`config.mk`:
```
export PLATFORM = sky130hd
export DESIGN_NAME = memory_access_sequencer
export DESIGN_NICKNAME = d
export VERILOG_FILES = /design/src/rtl/memory_access_sequencer.sv
export SDC_FILE = /design/constraint.sdc
export NUM_CORES = 1
export LEC_CHECK = 0
export BUFFER_PORTS_ARGS = -buffer_cell sky130_fd_sc_hd__buf_2
export CAP_MARGIN = 20
export CORE_UTILIZATION = 56
export DETAILED_ROUTE_END_ITERATION = 6
export GPL_TIMING_DRIVEN = 0
export PLACE_DENSITY = 0.81
export SLEW_MARGIN = 20
export SYNTH_ARGS = -nofsm -noshare
export SYNTH_HDL_FRONTEND = slang
export SYNTH_SLANG_ARGS = --single-unit
```
`constraint.sdc`:
```
create_clock -name clock -period 3.85 [get_ports clock]
set_clock_uncertainty 0.05 [all_clocks]
set_input_delay 0.77 -clock clock [delete_from_list [all_inputs] [get_ports clock]]
set_output_delay 0.77 -clock clock [all_outputs]
set_load 0.005 [all_outputs]
```
`src/rtl/memory_access_sequencer.sv`:
```
// memory_access_sequencer
//   Initiator for a word-wide memory with registered read data. Takes one
//   command at a time (READ, WRITE, SUM over a block, reserved -> error),
//   drives the memory strobes, and returns exactly one response per command.
//
//   Handshakes (both command and response side): a transfer happens on the
//   rising clock edge where valid && ready are both high. The producer keeps
//   valid and its payload stable until that edge. cmd_ready is only offered
//   in IDLE. resp_valid stays high with frozen fields until resp_ready.
module memory_access_sequencer #(
    parameter int ADDR_WIDTH = 8,
    parameter int DATA_WIDTH = 16
) (
    input  logic                  clock,
    input  logic                  reset_n,
    input  logic                  cmd_valid,
    output logic                  cmd_ready,
    input  logic [1:0]            cmd_op,
    input  logic [ADDR_WIDTH-1:0] cmd_address,
    input  logic [ADDR_WIDTH-1:0] cmd_dest,
    input  logic [ADDR_WIDTH:0]   cmd_count,
    input  logic [DATA_WIDTH-1:0] cmd_data,
    output logic                  resp_valid,
    input  logic                  resp_ready,
    output logic [DATA_WIDTH-1:0] resp_data,
    output logic                  resp_overflow,
    output logic                  resp_error,
    output logic                  mem_read,
    output logic                  mem_write,
    output logic [ADDR_WIDTH-1:0] mem_address,
    output logic [DATA_WIDTH-1:0] mem_wdata,
    input  logic [DATA_WIDTH-1:0] mem_rdata,
    output logic [2:0]            fsm_state
);

    typedef enum logic [2:0] {
        IDLE         = 3'd0,
        READ_ISSUE   = 3'd1,
        READ_CAPTURE = 3'd2,
        WRITE_ISSUE  = 3'd3,
        SUM_STREAM   = 3'd4,
        SUM_DRAIN    = 3'd5,
        SUM_WRITE    = 3'd6,
        RESPOND      = 3'd7
    } state_t;

    localparam logic [1:0] OP_READ  = 2'b00;
    localparam logic [1:0] OP_WRITE = 2'b01;
    localparam logic [1:0] OP_SUM   = 2'b10;

    // Largest legal block: the whole address space.
    localparam logic [ADDR_WIDTH:0]   MAX_COUNT = {1'b1, {ADDR_WIDTH{1'b0}}};
    localparam logic [ADDR_WIDTH:0]   COUNT_ONE = {{ADDR_WIDTH{1'b0}}, 1'b1};
    localparam logic [ADDR_WIDTH-1:0] ADDR_ONE  = {{(ADDR_WIDTH-1){1'b0}}, 1'b1};

    state_t                state;
    logic [ADDR_WIDTH-1:0] dest_q;
    logic [DATA_WIDTH-1:0] data_q;
    logic [ADDR_WIDTH:0]   remaining;   // SUM reads still to issue after the current one
    logic [DATA_WIDTH-1:0] acc;
    logic                  ovf;
    logic                  pend;        // mem_rdata carries a word requested last cycle

    logic [ADDR_WIDTH:0]   count_sat;
    logic [DATA_WIDTH:0]   sum_wide;
    logic [DATA_WIDTH-1:0] acc_next;
    logic                  ovf_next;

    // Oversized block requests are clamped to the full address space.
    assign count_sat = (cmd_count > MAX_COUNT) ? MAX_COUNT : cmd_count;

    // Accumulator update: only fold in mem_rdata when a read was issued the
    // cycle before; the carry out of the top bit makes overflow sticky.
    assign sum_wide = {1'b0, acc} + {1'b0, mem_rdata};
    assign acc_next = pend ? sum_wide[DATA_WIDTH-1:0] : acc;
    assign ovf_next = ovf | (pend & sum_wide[DATA_WIDTH]);

    assign fsm_state = state;

    // Sequencer FSM: every output is a register updated here. Memory strobes
    // default to 0 each cycle and are raised only for the issue cycles.
    always_ff @(posedge clock or negedge reset_n) begin
        if (!reset_n) begin
            state         <= IDLE;
            cmd_ready     <= 1'b0;
            resp_valid    <= 1'b0;
            resp_data     <= '0;
            resp_overflow <= 1'b0;
            resp_error    <= 1'b0;
            mem_read      <= 1'b0;
            mem_write     <= 1'b0;
            mem_address   <= '0;
            mem_wdata     <= '0;
            dest_q        <= '0;
            data_q        <= '0;
            remaining     <= '0;
            acc           <= '0;
            ovf           <= 1'b0;
            pend          <= 1'b0;
        end else begin
            pend        <= mem_read;
            mem_read    <= 1'b0;
            mem_write   <= 1'b0;
            mem_address <= '0;
            mem_wdata   <= '0;

            case (state)
                IDLE: begin
                    if (cmd_valid && cmd_ready) begin
                        cmd_ready <= 1'b0;
                        dest_q    <= cmd_dest;
                        data_q    <= cmd_data;
                        acc       <= '0;
                        ovf       <= 1'b0;
                        case (cmd_op)
                            OP_READ: begin
                                mem_read    <= 1'b1;
                                mem_address <= cmd_address;
                                state       <= READ_ISSUE;
                            end
                            OP_WRITE: begin
                                mem_write   <= 1'b1;
                                mem_address <= cmd_address;
                                mem_wdata   <= cmd_data;
                                state       <= WRITE_ISSUE;
                            end
                            OP_SUM: begin
                                if (count_sat == '0) begin
                                    // Empty block: write a zero total straight away.
                                    mem_write   <= 1'b1;
                                    mem_address <= cmd_dest;
                                    state       <= SUM_WRITE;
                                end else begin
                                    mem_read    <= 1'b1;
                                    mem_address <= cmd_address;
                                    remaining   <= count_sat - COUNT_ONE;
                                    state       <= SUM_STREAM;
                                end
                            end
                            default: begin
                                // Reserved opcode: no memory traffic, error response.
                                resp_valid <= 1'b1;
                                resp_error <= 1'b1;
                                resp_data  <= '0;
                                state      <= RESPOND;
                            end
                        endcase
                    end else begin
                        cmd_ready <= 1'b1;
                    end
                end

                READ_ISSUE: begin
                    state <= READ_CAPTURE;
                end

                READ_CAPTURE: begin
                    resp_valid <= 1'b1;
                    resp_data  <= mem_rdata;
                    state      <= RESPOND;
                end

                WRITE_ISSUE: begin
                    resp_valid <= 1'b1;
                    resp_data  <= data_q;
                    state      <= RESPOND;
                end

                SUM_STREAM: begin
                    acc <= acc_next;
                    ovf <= ovf_next;
                    if (remaining == '0) begin
                        state <= SUM_DRAIN;
                    end else begin
                        // Address wraps naturally at the top of the space.
                        mem_read    <= 1'b1;
                        mem_address <= mem_address + ADDR_ONE;
                        remaining   <= remaining - COUNT_ONE;
                    end
                end

                SUM_DRAIN: begin
                    // Last word arrives now; the total goes straight to memory.
                    acc         <= acc_next;
                    ovf         <= ovf_next;
                    mem_write   <= 1'b1;
                    mem_address <= dest_q;
                    mem_wdata   <= acc_next;
                    state       <= SUM_WRITE;
                end

                SUM_WRITE: begin
                    resp_valid    <= 1'b1;
                    resp_data     <= acc;
                    resp_overflow <= ovf;
                    state         <= RESPOND;
                end

                RESPOND: begin
                    if (resp_ready) begin
                        resp_valid    <= 1'b0;
                        resp_data     <= '0;
                        resp_overflow <= 1'b0;
                        resp_error    <= 1'b0;
                        acc           <= '0;
                        ovf           <= 1'b0;
                        cmd_ready     <= 1'b1;
                        state         <= IDLE;
                    end
                end

                default: begin
                    state <= IDLE;
                end
            endcase
        end
    end

endmodule

```
==> results of run 1 <==
per-stage QoR:
step                hold slack, ps  std cells  area, sq um
global placement             307.6        875         6457
global route                 226.5        892         6713
detailed placement           316.0        876         6496
finish                       209.1        892         6713
CTS                          212.2        892         6713
floorplan                    325.7        631         5736
how the worst max path moves through the flow:
stage                 startpoint            end  slack [ps]  cells past startpoint
finish              fsm_state[2]   remaining[8]         670                     10
global route        fsm_state[2]   remaining[8]         540                     10
CTS                 fsm_state[2]   remaining[8]         840                     10
detailed placement  mem_rdata[0]  mem_wdata[12]         820                     10
global placement    mem_rdata[0]  mem_wdata[12]         830                     10
floorplan           mem_rdata[0]  mem_wdata[12]        1260                      9
critical path: stages, from the launching register on:
cell and delay, ps:
dfrtp_1 470, buf_4 210, nor3b_4 450, clkbuf_1 440, nor3b_1 110, a21oi_1 160, ha_1 320, o311ai_0 280
o31ai_1 290, a21oi_1 110, a41oi_1 200
metal layers:
metal  up-vias  global-route usage, %  wire length, um
met2       255                  53.18             7639
met1      2602                  41.64             6959
li1       2507                      -                -
met3        33                  4.704             1185
met5         -                      0                0
met4         0                  12.03              362
cells in the final DEF (no fill, tap or decap), types with 3 or more instances in the layout:
master | netlist | routed
a221o_1 | 8 | 8
ha_1 | 23 | 23
mux2i_1 | 27 | 27
inv_1 | 12 | 12
a21o_1 | 9 | 9
clkbuf_8 | 0 | 10
nand3_1 | 15 | 15
a32o_1 | 3 | 3
dfrtp_1 | 100 | 100
o21ai_0 | 66 | 66
nor3b_1 | 16 | 16
nor2b_1 | 4 | 4
o211ai_1 | 3 | 3
and3_1 | 4 | 4
nand2_1 | 141 | 141
nor3_2 | 2 | 3
a31oi_1 | 5 | 5
buf_2 | 8 | 118
nor2_1 | 25 | 25
a21oi_1 | 26 | 26
xnor2_1 | 9 | 9
a22o_1 | 20 | 20
clkinv_2 | 0 | 3
a21boi_0 | 3 | 3
clkbuf_1 | 24 | 25
nor3_1 | 9 | 8
nand3b_1 | 5 | 5
xor2_1 | 11 | 11
a211o_1 | 4 | 4
kinds of logic (layout without fill, tap and decap cells):
logic type      Yosys count  in the layout  synth area share [%]
flops                   100            100                 43.63
simple gates            237            237                 19.04
xor+xnor                 20             20                 3.054
fa+ha+maj                24             24                 5.367
buf+inv                  45            173                 3.185
mux                      27             27                 4.712
compound gates          178            178                 21.01
final cells by class:
| cell class | instances | area share [%] |
|---|---|---|
| Buffer | 33 | 2.050 |
| Clock buffer | 11 | 2.106 |
| Clock inverter | 5 | 1.118 |
| Inverter | 12 | 0.6710 |
| Multi-Input combinational cell | 486 | 45.52 |
| Sequential cell | 100 | 37.28 |
| Tap cell | 133 | 2.479 |
| Timing Repair Buffer | 112 | 8.779 |
flip-flops by register name, summed over array words and instances (netlist names):
register       cells
resp_data         16
acc               16
dest_q             8
mem_wdata         16
remaining          9
cmd_ready          1
pend               1
resp_error         1
resp_overflow      1
resp_valid         1
ovf                1
fsm_state          3
mem_write          1
mem_address        8
data_q            16
mem_read           1
power by group:
group | switching (uW) | internal, uW
combinational | 954 | 573
sequential | 217 | 1350
clock | 366 | 381
total | 1540 | 2300
==> results.py, run 1 <==
metrics = {
    "global_route": {
        "grt_first_pass_wirelength_um": 25160,
        "grt_pass1_vias": 5049,
        "antenna_found_initial": 0,
        "grtUsageTotal_pct": 31.67,
        "grt_max_degree": 74,
        "global_route.overflow_total": 0,
    },
    "synthesis": {
        "synth_async_sr_flop_share_pct": 100.0,
        "synth_area_per_cell_sq_um": 9.090,
        "sequential_element_share_of_the_synthesized_area_pct": 43.63,
        "synthTopCellsByCount": "nand2_1, dfrtp_1, o21ai_0",
        "synth_top_area_share_pct": 43.63,
        "syn-cell-area_sq_um": 5736,
        "yosys_warnings": 0,
        "synth_top_area_cell": "dfrtp_1",
        "flops_latches_synth": 100,
        "yosys-top-cells-area": "dfrtp_1, nand2_1, o21ai_0",
        "post_synthesis_cells": 631,
        "synth_top_flop_cell": "dfrtp_1",
        "mappedNetlistNets": 718,
        "yosys.cell_count.top_type": "nand2_1",
        "synth_edf_count": 0,
        "netlist-cell-type-count": 64,
    },
    "run": {
        "timing.max_cap.violations": 0,
    },
    "place": {
        "place_ws_ps": 822.2,
        "dp.final_hpwl_um": 11740,
        "placement.io_buffers": 111,
        "gp_routability_congestion": 0.9142,
    },
    "run_status": {
        "run_status": "complete, no violations",
    },
    "timing": {
        "report.final.slew_viol_count": 0,
        "final_setup_violating_endpoints": 0,
        "final.setup.tns_ps": 0,
        "max_slew.worst_pin.slew_ps": 821.6,
        "fin_crit_ps": 3177,
        "slew_headroom_pct": 45.23,
        "clock.fmax_mhz": 314.8,
        "final-hold-violation-count": 0,
        "postLayoutSetupSlackWorst_ps": 673.0,
        "grt_setup_unrepaired": "false",
        "period_share_pct": 82.52,
    },
    "floorplanning": {
        "floorplan.rows": 36,
        "core_area_sq_um": 9864,
        "dieWidth_um": 103.2,
        "floorplan.initialDensity_pct": 58.14,
        "die_area_sq_um": 10650,
        "io-pin-count": 112,
        "die-height_um": 103.2,
    },
    "power_and_ir_drop": {
        "p_leak_uw": 0.003370,
        "finalPower_uw": 3836,
        "worst_ir_drop_vdd_mv": 0.3260,
        "power.density_nw_per_um2": 571.4,
    },
    "hold_path": {
        "hold_class": "primary input to async pin",
    },
    "clock_network": {
        "cts_setup_buffers": 0,
        "cts_buffers": 9,
        "cts_tree": "done",
        "clock_sink_count": 100,
        "clk_latency_ps": 380,
        "clockRootBuffer": "clkbuf_8",
        "cts.hold.buffers_added": 0,
        "clk_path_buf_depth": 2,
        "clkSlewWorstSetupHoldPaths_ps": 90,
        "post_cts_sizing_count": 0,
        "number_of_h_tree_branching_levels": 3,
    },
    "cells_and_area": {
        "drive_above_1_share_pct": 19.24,
        "fillCellCount": 828,
        "post-route-util_pct": 68.05,
        "design.final.nets": 841,
        "multi_input_comb_area_sq_um": 3055,
        "area_delta_synth_final_pct": 17.04,
        "n_antenna_cell": 0,
        "layout.area.seq_sq_um": 2502,
    },
    "detailed_routing": {
        "dr.pass1.iters": 5,
        "drt_iter0_drc": 344,
        "post_drt_wl_per_cell_um": 18.10,
        "detail-route-antenna-nets": 0,
        "via_count": 5397,
        "routed_via_density": 6.050,
        "drt-total-wl_um": 16150,
        "post_route_drc": 0,
    },
    "worst_setup_path": {
        "cp_data_arrival_time_ps": 3410,
        "critical_path_peak_fanout": 10,
        "end_kind": "flop",
        "cp-start-kind": "flop",
        "worst_r2r_path_depth": 10,
        "critical_path_required_ps": 4090,
        "worstReg2RegEnd": "remaining[8]",
        "crit_type": "flop to flop",
        "critical_path.reg2reg.startpoint": "fsm_state[2]",
        "r2r_setup_slack_ps": 670,
    },
}
(Power assumes the default switching activity.)
==> inputs of run 2 (changes only) <==
--- a/config.mk
+++ b/config.mk
@@ -5,12 +5,13 @@
 export SDC_FILE = /design/constraint.sdc
 export NUM_CORES = 1
 export LEC_CHECK = 0
+export ABC_AREA = 1
 export BUFFER_PORTS_ARGS = -buffer_cell sky130_fd_sc_hd__buf_2
 export CAP_MARGIN = 20
-export CORE_UTILIZATION = 56
+export CORE_UTILIZATION = 51
 export DETAILED_ROUTE_END_ITERATION = 6
 export GPL_TIMING_DRIVEN = 0
-export PLACE_DENSITY = 0.81
+export PLACE_DENSITY = 0.77
 export SLEW_MARGIN = 20
 export SYNTH_ARGS = -nofsm -noshare
 export SYNTH_HDL_FRONTEND = slang
==> constraint.sdc (replaced) <==
create_clock -name clock -period 2.6 [get_ports clock]
set_clock_uncertainty 0.05 [all_clocks]
set_input_delay 0.52 -clock clock [delete_from_list [all_inputs] [get_ports clock]]
set_output_delay 0.52 -clock clock [all_outputs]
set_load 0.005 [all_outputs]
==> run 2 against run 1 <==
Net effect:
- via count grew 7.0%
- clock power grew 81%
- cell count grew 18%
- final area grew 4.6%
- first-iteration DRC count grew 1.7%
- sequential power grew 63%
- sequential cell count is the same
- sequential share of layout area shrank 1.6 points
- count of clock-buffer cells in the layout grew 1
- non-clock buffer count shrank 14
- total power grew 98%
- area after synthesis grew 3.8%
- critical path type unchanged
- largest power group is now combinational logic
- highest routed layer unchanged
==> results.py, run 2 <==
metrics = {
    "run_status": {
        "run_status": "complete, no violations",
    },
    "detailed_routing": {
        "detail-route-antenna-nets": 0,
        "wl_met3_um": 1179,
        "dr.pass1.iters": 6,
        "top_layer": "met4",
        "routed_via_density": 5.463,
        "detailroute.wirelength.met2_um": 7908,
        "wl_met1_um": 6889,
        "post_route_drc": 0,
        "drt_iter0_drc": 350,
        "via_count": 5774,
        "drt-total-wl_um": 16410,
        "post_drt_wl_per_cell_um": 15.52,
    },
    "timing": {
        "final_setup_violating_endpoints": 0,
        "grt_setup_unrepaired": "false",
        "final.setup.tns_ps": 0,
        "final-hold-violation-count": 0,
        "worst_hold_margin_ps": 35.85,
        "slew_headroom_pct": 54.79,
        "clock.fmax_mhz": 426.6,
        "fin_crit_ps": 2344,
        "report.final.slew_viol_count": 0,
        "period_share_pct": 90.16,
        "max_slew.worst_pin.slew_ps": 678.2,
    },
    "synthesis": {
        "syn-cell-area_sq_um": 5956,
        "synth_top_area_share_pct": 42.02,
        "largest_family_of_logic_cells_by_synthesized_area": "simple AND/OR/NAND/NOR gates",
        "yosys.cell_count.top_type": "nand2_1",
        "synthAdderAreaFrac_pct": 5.168,
        "yosys_warnings": 0,
        "post_synth_xor_area_fraction_pct": 1.618,
        "netlist-cell-type-count": 49,
        "synth_compound_area_share_pct": 16.05,
        "synthTopCellsByCount": "nand2_1, dfrtp_1, inv_1",
        "post_synthesis_cells": 788,
        "synth_simple_gate_area_share_pct": 26.32,
        "synth_area_per_cell_sq_um": 7.558,
        "synth_top_area_cell": "dfrtp_1",
        "synth_edf_count": 0,
        "sequential_element_share_of_the_synthesized_area_pct": 42.02,
        "yosys-top-cells-area": "dfrtp_1, nand2_1, o21ai_0",
        "synth_top_flop_cell": "dfrtp_1",
        "flops_latches_synth": 100,
        "synth_mux_area_share_pct": 0,
        "synth_async_sr_flop_share_pct": 100.0,
        "mappedNetlistNets": 875,
    },
    "power_and_ir_drop": {
        "seqPwrFrac_pct": 33.4,
        "switching_power_uw": 3350,
        "finalPower_uw": 7610,
        "p_int_uw": 4260,
        "switching_share_pct": 44.03,
        "p_leak_uw": 0.003769,
        "clock_power_share_pct": 17.8,
        "power.density_nw_per_um2": 1084,
        "worst_ir_drop_vdd_mv": 0.5936,
        "p_comb_share_pct": 48.9,
    },
    "global_route": {
        "global_route.overflow_total": 0,
        "antenna_found_initial": 0,
        "grt_first_pass_wirelength_um": 26090,
        "grt_pass1_vias": 5359,
        "grt_max_degree": 54,
        "grtUsageTotal_pct": 29.03,
    },
    "floorplanning": {
        "floorplan.rows": 39,
        "die_area_sq_um": 12110,
        "die-height_um": 110.1,
        "core_area_sq_um": 11420,
        "io-pin-count": 112,
        "dieWidth_um": 110.1,
        "floorplan.initialDensity_pct": 52.16,
    },
    "cells_and_area": {
        "post_layout_nonfiller_instances": 1057,
        "design.final.nets": 998,
        "mostFrequentLayoutCell": "nand2_1",
        "layout.cell_area.non_filler_sq_um": 7023,
        "highest_count_cells_in_the_layout_ignoring_fill_and_taps": "nand2_1, buf_2, inv_1, dfrtp_1, o21ai_0",
        "n_antenna_cell": 0,
        "drive_above_1_share_pct": 18.16,
        "area_delta_synth_final_pct": 17.92,
    },
    "run": {
        "timing.max_cap.violations": 0,
    },
    "worst_setup_path": {
        "cp-start-kind": "flop",
        "critical_path_peak_fanout": 4,
        "end_kind": "flop",
        "crit_type": "flop to flop",
        "cp_data_arrival_time_ps": 2490,
        "critical_path_required_ps": 2750,
    },
    "place": {
        "gp_routability_congestion": 1.035,
        "dp.final_hpwl_um": 12190,
        "placement.io_buffers": 111,
        "dp.cells": 1043,
        "post_dp_cell_area_sq_um": 6724,
    },
    "clock_network": {
        "clockRootBuffer": "clkbuf_16",
        "clk_latency_ps": 360,
        "cts_tree": "done",
        "cts_buffers": 9,
        "clk_path_buf_depth": 2,
        "cts.hold.buffers_added": 0,
        "number_of_h_tree_branching_levels": 3,
        "clock_sink_count": 100,
        "clkSlewWorstSetupHoldPaths_ps": 60,
    },
    "hold_path": {
        "hold_class": "primary input to async pin",
    },
}
==> run 2: changes by cell type in the layout (fill, tap and decap cells not counted), sizes merged, moves of 16 or more <==
cell	change
o22ai	+26
nand3	+50
nor2	+23
inv	+97
o21ai	+16
nand2	+79
a22o	-20
nor3b	-17
mux2i	-27
==> run 2: power groups by stage <==
| stage | combinational [uW] | clock [uW] | sequential [uW] |
|---|---|---|---|
| 2_1_floorplan | 2570 | 0 | 2500 |
| 3_3_place_gp | 3620 | 0 | 2540 |
| 3_5_place_dp | 3670 | 0 | 2550 |
| 4_1_cts | 3690 | 1370 | 2530 |
| 5_1_grt | 4200 | 1430 | 2610 |
| 6_report | 3720 | 1350 | 2540 |
==> run 2: worst max-delay path: stages, from the launching register on <==
cell and delay [ps]:
dfrtp_1 350, ha_1 180, inv_1 60, fa_1 370
inv_1 120, nand3_1 70, and2_1 220, o21ai_2 210
nand2_1 110, nand3_1 90, nand3_1 130, nand3_1 110
o21ai_0 120
==> run 2: repair_timing <==
action	CTS	global route
endpoints found under the setup margin	0	4
resized for setup	0	2
setup buffers	0	0
==> run 2: logic make-up (layout without fill, tap and decap cells) <==
group           count (synthesis)  after routing
fa+ha+maj                      24             24
compound gates                166            166
xor+xnor                       11             11
buf+inv                       129            255
simple gates                  358            358
flops                         100            100
==> run 2: path summary, 6_finish.rpt <==
path | from | end | slack (ps) | cells past startpoint
max in group asynchronous | reset_n | resp_error | 1850 | 2
hold / removal | reset_n | mem_wdata[8] | 40 | 1
min in group clock | mem_read | pend | 320 | 0
setup / recovery | acc[0] | mem_wdata[14] | 260 | 12
setup reg to reg | acc[0] | mem_wdata[14] | 260 | 12
hold reg to reg | mem_read | pend | 320 | 0
==> run 2: layer usage <==
metal	track usage [%]	vias to the layer above
li1	-	2841
met1	36.93	2680
met2	48.26	220
met3	4.938	33
met4	13.24	0
met5	0	-
==> run 2: area by class of cell <==
cell class,instances,area [sq um]
Buffer,19,105.1
Clock buffer,12,256.5
Clock inverter,2,35.03
Fill cell,1071,4395
Inverter,110,420.4
Multi-Input combinational cell,559,2935
Sequential cell,100,2502
Tap cell,143,178.9
Timing Repair Buffer,112,589.3
==> run 2: stage by stage <==
| step | setup slack, ps | util (%) |
|---|---|---|
| 2_1_floorplan | 421.0 | - |
| 3_3_place_gp | -111.3 | 58.59 |
| 3_5_place_dp | -113.0 | 58.89 |
| 4_1_cts | 183.1 | 61.44 |
| 5_1_grt | 46.87 | 61.51 |
| 6_report | 255.8 | 61.51 |
